`src/rtl/key_repeater.sv`:
```
// Per-button press/release/auto-repeat event generator fed by a debounced level.
// Output pulse names carry a _pulse suffix because release/repeat/event are reserved words.
module key_repeater #(
  parameter int HOLD_DELAY    = 13500000,
  parameter int REPEAT_PERIOD = 2700000,
  parameter int CW            = 24
) (
  input  logic       clock,
  input  logic       reset,
  input  logic       clean,
  input  logic       repeat_en,
  output logic       press,
  output logic       release_pulse,
  output logic       repeat_pulse,
  output logic       event_pulse,
  output logic       held,
  output logic [7:0] repeat_count
);

  typedef enum logic [1:0] {IDLE, PRESSED, REPEATING} state_t;

  localparam logic [CW-1:0] HOLD_TC   = CW'(HOLD_DELAY - 1);
  localparam logic [CW-1:0] REPEAT_TC = CW'(REPEAT_PERIOD - 1);

  state_t        state;
  logic [CW-1:0] cnt;

  always_ff @(posedge clock) begin
    if (reset) begin
      state         <= IDLE;
      cnt           <= '0;
      press         <= 1'b0;
      release_pulse <= 1'b0;
      repeat_pulse  <= 1'b0;
      event_pulse   <= 1'b0;
      held          <= 1'b0;
      repeat_count  <= 8'd0;
    end else begin
      press         <= 1'b0;
      release_pulse <= 1'b0;
      repeat_pulse  <= 1'b0;
      event_pulse   <= 1'b0;
      case (state)
        IDLE: begin
          if (clean) begin
            press        <= 1'b1;
            event_pulse  <= 1'b1;
            cnt          <= '0;
            repeat_count <= 8'd0;
            state        <= PRESSED;
          end
        end
        PRESSED: begin
          // Release takes priority over a coincident terminal count.
          if (!clean) begin
            release_pulse <= 1'b1;
            cnt           <= '0;
            state         <= IDLE;
          end else if (cnt == HOLD_TC) begin
            cnt   <= '0;
            held  <= 1'b1;
            state <= REPEATING;
            if (repeat_en) begin
              repeat_pulse <= 1'b1;
              event_pulse  <= 1'b1;
              if (repeat_count != 8'hFF) repeat_count <= repeat_count + 8'd1;
            end
          end else begin
            cnt <= cnt + CW'(1);
          end
        end
        REPEATING: begin
          if (!clean) begin
            release_pulse <= 1'b1;
            held          <= 1'b0;
            cnt           <= '0;
            state         <= IDLE;
          end else if (cnt == REPEAT_TC) begin
            // Period keeps running with repeat_en low so re-enabling keeps phase.
            cnt <= '0;
            if (repeat_en) begin
              repeat_pulse <= 1'b1;
              event_pulse  <= 1'b1;
              if (repeat_count != 8'hFF) repeat_count <= repeat_count + 8'd1;
            end
          end else begin
            cnt <= cnt + CW'(1);
          end
        end
        default: begin
          state <= IDLE;
          held  <= 1'b0;
          cnt   <= '0;
        end
      endcase
    end
  end

endmodule

```
`config.mk`:
```
export PLATFORM = sky130hd
export DESIGN_NAME = key_repeater
export DESIGN_NICKNAME = d
export VERILOG_FILES = /design/src/rtl/key_repeater.sv
export SDC_FILE = /design/constraint.sdc
export NUM_CORES = 1
export LEC_CHECK = 0
export CAP_MARGIN = 30
export CELL_PAD_IN_SITES_DETAIL_PLACEMENT = 1
export CELL_PAD_IN_SITES_GLOBAL_PLACEMENT = 1
export CORE_MARGIN = 2
export CORE_UTILIZATION = 25
export CTS_BUF_LIST = sky130_fd_sc_hd__clkbuf_8
export CTS_CLUSTER_SIZE = 16
export DETAILED_ROUTE_END_ITERATION = 7
export HOLD_SLACK_MARGIN = 0.12
export PLACE_DENSITY_LB_ADDON = 0.1
export SYNTH_ARGS = -nofsm -noshare
export SYNTH_HDL_FRONTEND = slang
export SYNTH_SLANG_ARGS = --single-unit
export TNS_END_PERCENT = 5
```
`constraint.sdc`:
```
create_clock -name clock -period 2.6 [get_ports clock]
set_input_delay 0.78 -clock clock [delete_from_list [all_inputs] [get_ports clock]]
set_output_delay 0.78 -clock clock [all_outputs]
set_load 0.1 [all_outputs]
```
* Yosys cells after proc, flatten, opt, wreduce, memory -nomap -nowiden
Index checks and enable logic that the tools add are counted.
** Word-level totals
- Flip-flop bits (word level) :: 39
- Bits of input ports :: 4
- Word-level logic and storage cells :: 64
** Operators by class
- $add $sub $neg :: 2
- Equality and inequality tests :: 12
- Multiplexer cells :: 32
- Bitwise operators :: 2
- Reductions and logical operators :: 8
** Operators with widths (count)
- $mux W24 :: 5
- $pmux W24 S3 :: 1
- $mux W8 :: 7
- $add A24 B1 Y24 const B :: 1
- $eq A24 B22 Y1 const B :: 1
- $eq A24 B24 Y1 const B :: 1
- $pmux W8 S3 :: 1
- $ne A2 B2 Y1 const B :: 6
- $mux W1 :: 10
- $add A8 B1 Y8 const B :: 1
- $mux W2 :: 4
- $ne A8 B8 Y1 const B :: 1
- $pmux W1 S3 :: 2
- $pmux W2 S3 :: 1
- $reduce_and A6 Y1 :: 1
- $reduce_or A2 Y1 :: 3
- $reduce_and A4 Y1 :: 1
- $ne A3 B3 Y1 const B :: 1
- $reduce_and A3 Y1 :: 1
- $reduce_bool A3 Y1 :: 1
- $eq A2 B1 Y1 const B :: 1
- $eq A2 B2 Y1 const B :: 1
- $logic_not A2 Y1 :: 1
- $not A1 Y1 :: 2
- $pmux W1 S2 :: 1

* Logic depth before layout (Yosys ltp)
Gate-level depths: netlist of run 1.
- Depth after elaboration :: 6
- Mapped depth :: 9
- Mapped depth without buffers :: 8

* Worst setup path before layout of run 1
OpenSTA, ideal clock, no wires.
- Path type :: register -> register
- Start point :: register repeat_count[0]
- End point :: register repeat_count[4]
- Setup time :: 0.092 ns
- Data arrival time :: 2.453 ns
- Setup slack :: 0.054 ns
- Stages on the path, launching flop included :: 9
- Buffers on the path :: 1
- Period minus slack after synthesis :: 2.546 ns
- Path through :: dfxtp_1 ha_1 nand3_1 or3_1 o221ai_1 or3_1 buf_2 a21oi_1 o32ai_1
** On the way
- Cells in the longest elaborated chain, start to end :: 6
- Elaborated cells on any way between the ends :: 9
- Classes of those cells :: add/sub: 1; eq/ne: 1; mux: 7
** Ends and longest elaborated chain
- start, declared :: line 17 : output logic [7:0] repeat_count
- start signal, assigned :: line 66 : if (repeat_count != 8'hFF) repeat_count <= repeat_count + 8'd1;
- start signal, assigned :: line 84 : if (repeat_count != 8'hFF) repeat_count <= repeat_count + 8'd1;
- $add A8 B1 Y8 or $ne A8 B8 Y1 (tied branches) :: line 66, 84
- $mux W8 (*) :: line 66, 84
- $mux W8 (*) :: line 63 : if (repeat_en) begin
- $mux W8 (on tied branches) :: line 78, 59
- $mux W8 (on tied branches) :: line 73, 55
- $pmux W8 S3 (*) :: line 43 : case (state)
Mark *: on every way between the ends. The rest lies on a longest branch, timed or not. The select of a mux whose other input is x is not followed.
A chain may end at the register's enable or synchronous reset.

* Worst setup path in the final report of run 1
- Start point :: register cnt[22]
- End point :: register repeat_count[3]
** On the way
- Cells in the longest elaborated chain, start to end :: 3
- Elaborated cells on any way between the ends :: 5
- Classes of those cells :: eq/ne: 4; reduce/logical: 1
** Ends and longest elaborated chain
- start, declared :: line 26 : logic [CW-1:0] cnt;
- start signal, assigned :: line 69 : cnt <= cnt + CW'(1);
- start signal, assigned :: line 87 : cnt <= cnt + CW'(1);
- $eq A24 B22 Y1 or $eq A24 B24 Y1 (tied branches) :: line 78, 59
- $ne A2 B2 Y1 (no line)
- $reduce_and A6 Y1 (no line) (*)
Mark *: on every way between the ends. The rest lies on a longest branch, timed or not.

==> impl_metrics.csv, run 1 <==
group,metric,value,unit
synthesis,synth.cell_area,1980,um2
final_layout,areaGrowthSynthToFinish,22.2,%
floorplanning,top_level_ports,17,
timing,setup_total_negative_slack,0,ps
floorplanning,floorplan.initialDensity,0.257,
synthesis,post-synth-top-area-cell,"sky130_fd_sc_hd__dfxtp_1",
floorplanning,floorplan.die.height,93.0,um
worst_setup_path,worst_path_cell_chain,"or4b_1, nor3_2, a31oi_1, or3_1, a21oi_1, o32ai_1",
power,cellPowerDensity,478,nW/um2
final_layout,mostFrequentLayoutCells,"sky130_fd_sc_hd__dfxtp_1 (39), sky130_fd_sc_hd__buf_4 (32), sky130_fd_sc_hd__nor2_1 (23), sky130_fd_sc_hd__nand3_1 (18), sky130_fd_sc_hd__nand2_1 (17)",
clock_network,clock_tree_from_tritoncts,"built",
global_route,grt_first_pass_wirelength,9.00,mm
final_layout,layoutNonFillerInstCount,369,
final_layout,mostFrequentLayoutCell,"sky130_fd_sc_hd__dfxtp_1",
global_route,antenna_found_initial,0,
route,detail_route.wl_per_cell,14.2,um
timing,max_freq,0.446,GHz
synthesis,synth_sequential_area_ratio,0.394,
clock_network,clock_path_buffers,2,
power,cellLeakagePower,0.000913,uW
synthesis,synth-warning-count,0,
synthesis,synth_top_cells_by_area,"sky130_fd_sc_hd__dfxtp_1 (39%), sky130_fd_sc_hd__xor2_1 (5.8%), sky130_fd_sc_hd__nand3_1 (4.6%)",
timing,hold_slack,502,ps
timing,finalCritPeriodShare,0.862,
synthesis,synth_area_per_cell,8.46,um2
worst_setup_path,critical-path-max-stage-delay,540,ps
worst_setup_path,timing.critical_path.fanout_max,8,
clock_network,clk_pin_slew_worst_paths,80,ps
global_route,via_count_of_the_first_global_routing_pass,1789,
timing,relSlewSlack,0.793,
power,power.share.sequential,0.525,
power,vdd_drop_max,0.000137,V
global_route,total_routing_resource_utilization_after_global_routing,0.131,
placement,numPlacedInstances,361,
worst_setup_path,worst_ep_required_time,2780,ps
timing,min_period,2240,ps
synthesis,ys_seq_elements,39,
clock_network,post_cts_setup_bufs,0,
hold_path,type_of_the_most_critical_hold_path,"flip-flop to flip-flop",
placement,finalWeightedCongestion,0.729,
power,cellInternalPower,835,uW
worst_setup_path,start_to_end_type_of_the_worst_setup_path,"flip-flop to flip-flop",
power,combinationalPowerShare,0.132,
route,route.vias.total,1782,
route,drc_errors,0,
power,netSwitchingFraction,0.278,
synthesis,mappedNetlistNets,244,
placement,place.detailed.hpwl,4.02,mm
timing,final.setup_skew,7.80,ps
worst_setup_path,crit_path_end_kind,"flip-flop",
synthesis,synthDominantCellAreaShare,0.394,
power,p_switching,322,uW
worst_setup_path,cp_data_arrival_time,2420,ps
synthesis,synth_cells,234,
placement,pre_cts_ws,78.7,ps
final_layout,number_of_antenna_cells_inserted,0,
route,first_pass_iters,4,
timing,finalWorstSetupSlack,358,ps
final_layout,layout-drive-gt1-share,0.154,
timing,setup_viol,0,
worst_setup_path,crit_buf_inv,0,
run,drv_cap,0,
timing,setup_repair_after_global_routing_missed_its_margin,"false",
run_status,outcome,"complete, no violations",
timing,tightestPinTransition,310,ps
clock_network,worst_skew_pair.late_latency,290,ps
floorplanning,fp-row-count,32,
power,p_total,1160,uW
timing,drv_slew,0,
clock_network,root_buffer,"sky130_fd_sc_hd__clkbuf_8",
timing,report.final.hold_viol_count,0,
clock_network,clock_sinks,39,
floorplanning,floorplan.core_area,7690,um2
clock_network,cts.repair.resized,0,
route,via_density_per_instance,4.83,
final_layout,finalNetCount,276,
clock_network,cts-htree-levels,2,
worst_setup_path,crit_path_start_kind,"flip-flop",
worst_setup_path,worst_path_max_delay_cell,"sky130_fd_sc_hd__or4b_1",
clock_network,cts-buffers-inserted,5,
power,clock_power_share,0.343,
floorplanning,die_area,8650,um2
global_route,grt_max_degree,15,
floorplanning,die-width,93.0,um
route,route.final.wire_length,5.24,mm
global_route,grt.overflow.total,0,
route,route.antenna.remaining_nets,0,
worst_setup_path,cpLargestDelayFamily,"simple AND/OR/NAND/NOR gates",
placement,io_buffers,16,
clock_network,cts_hold_repair.buffers,0,
synthesis,synth.lib_cells_used.distinct,43,
route,drtIter0Drc,33,
==> worst reg2reg max path, delay by kind of cell (launching register included) <==
family,cells,cell delay [ps]
compound gates,3,410
simple gates,3,1370
flops,1,350
==> state kept, by name, indices dropped and copies added, names as in the netlist <==
signal,count
repeat_count,8
repeat_pulse,1
event_pulse,1
held,1
cnt,24
state,2
press,1
release_pulse,1
==> metal layers <==
| metal | wire length, um | vias to the layer above | GRT usage |
|---|---|---|---|
| li1 | - | 908 | - |
| met1 | 2540 | 852 | 0.168 |
| met2 | 2510 | 17 | 0.221 |
| met3 | 131 | 5 | 0.0363 |
| met4 | 51 | 0 | 0.0294 |
| met5 | 0 | - | 0 |
==> layout make-up <==
cell class / instances / area [um2]
repair buffers: 35 / 270
well taps: 102 / 128
flip-flops and latches: 39 / 781
clock buffers: 5 / 68.8
fillers: 940 / 5270
multi-input cells: 173 / 1110
clock inverters: 3 / 12.5
inverters: 12 / 45.0
==> cell families after synthesis <==
logic type	count (synthesis)	synth area share
flops	39	0.394
buf+inv	22	0.0430
fa+ha+maj	6	0.0379
simple gates	104	0.288
mux	1	0.00506
compound gates	45	0.157
xor+xnor	17	0.0752
==> through the flow <==
stage	utilization	area (um2)
3_5_place_dp	0.304	2340
3_3_place_gp	0.304	2340
2_1_floorplan	-	1980
5_1_grt	0.315	2420
4_1_cts	0.315	2420
6_report	0.315	2420
==> worst paths after layout <==
check	from	to	slack, ps	cells past startpoint
max	cnt[22]	repeat_count[3]	360	6
min reg2reg	repeat_count[1]	repeat_count[1]	500	2
max reg2reg	cnt[22]	repeat_count[3]	360	6
min	repeat_count[1]	repeat_count[1]	500	2
==> power by group through the flow <==
stage	Sequential (uW)	Combinational (uW)	Clock, uW
after detailed placement	622	155	0
after CTS	608	156	422
final	607	152	397
after global routing	609	168	451
after global placement	621	155	0
after floorplan	649	69.8	0
==> cell usage after synthesis <==
cell / instances
sky130_fd_sc_hd__and3_1: 4
sky130_fd_sc_hd__nor2b_1: 4
sky130_fd_sc_hd__nor2_1: 23
sky130_fd_sc_hd__buf_2: 2
sky130_fd_sc_hd__a211oi_1: 1
sky130_fd_sc_hd__ha_1: 6
sky130_fd_sc_hd__a21oi_2: 1
sky130_fd_sc_hd__o21ai_1: 2
sky130_fd_sc_hd__o211a_1: 2
sky130_fd_sc_hd__nor3_1: 3
sky130_fd_sc_hd__nand2b_1: 2
sky130_fd_sc_hd__a31oi_1: 5
sky130_fd_sc_hd__o221ai_1: 1
sky130_fd_sc_hd__a41oi_1: 1
sky130_fd_sc_hd__nor4bb_1: 2
sky130_fd_sc_hd__or4b_1: 1
sky130_fd_sc_hd__xnor2_1: 4
sky130_fd_sc_hd__and3b_1: 1
sky130_fd_sc_hd__o21a_1: 2
sky130_fd_sc_hd__nand2_1: 17
sky130_fd_sc_hd__clkbuf_1: 7
sky130_fd_sc_hd__nor3_2: 1
sky130_fd_sc_hd__nand3_1: 18
sky130_fd_sc_hd__dfxtp_1: 39
sky130_fd_sc_hd__nand3b_1: 1
sky130_fd_sc_hd__mux2i_1: 1
sky130_fd_sc_hd__a22o_1: 3
sky130_fd_sc_hd__a21oi_1: 13
sky130_fd_sc_hd__o32ai_1: 5
sky130_fd_sc_hd__and4b_1: 2
sky130_fd_sc_hd__nand4_1: 5
sky130_fd_sc_hd__or4_1: 5
sky130_fd_sc_hd__and2_1: 1
sky130_fd_sc_hd__a22oi_1: 2
sky130_fd_sc_hd__a21o_1: 2
sky130_fd_sc_hd__xor2_1: 13
sky130_fd_sc_hd__or3_1: 9
sky130_fd_sc_hd__and4_1: 5
sky130_fd_sc_hd__o211ai_2: 1
sky130_fd_sc_hd__buf_1: 1
sky130_fd_sc_hd__o31ai_1: 1
sky130_fd_sc_hd__inv_1: 12
sky130_fd_sc_hd__o21ai_0: 3
No activity file was read; power rests on OpenSTA's default activity.
==> run 2, diff against run 1 <==
GPL_ROUTABILITY_DRIVEN = 0   (was unset)
==> results of run 2 <==
Same layout as run 1: the final DEF is identical, and so are final timing and power.
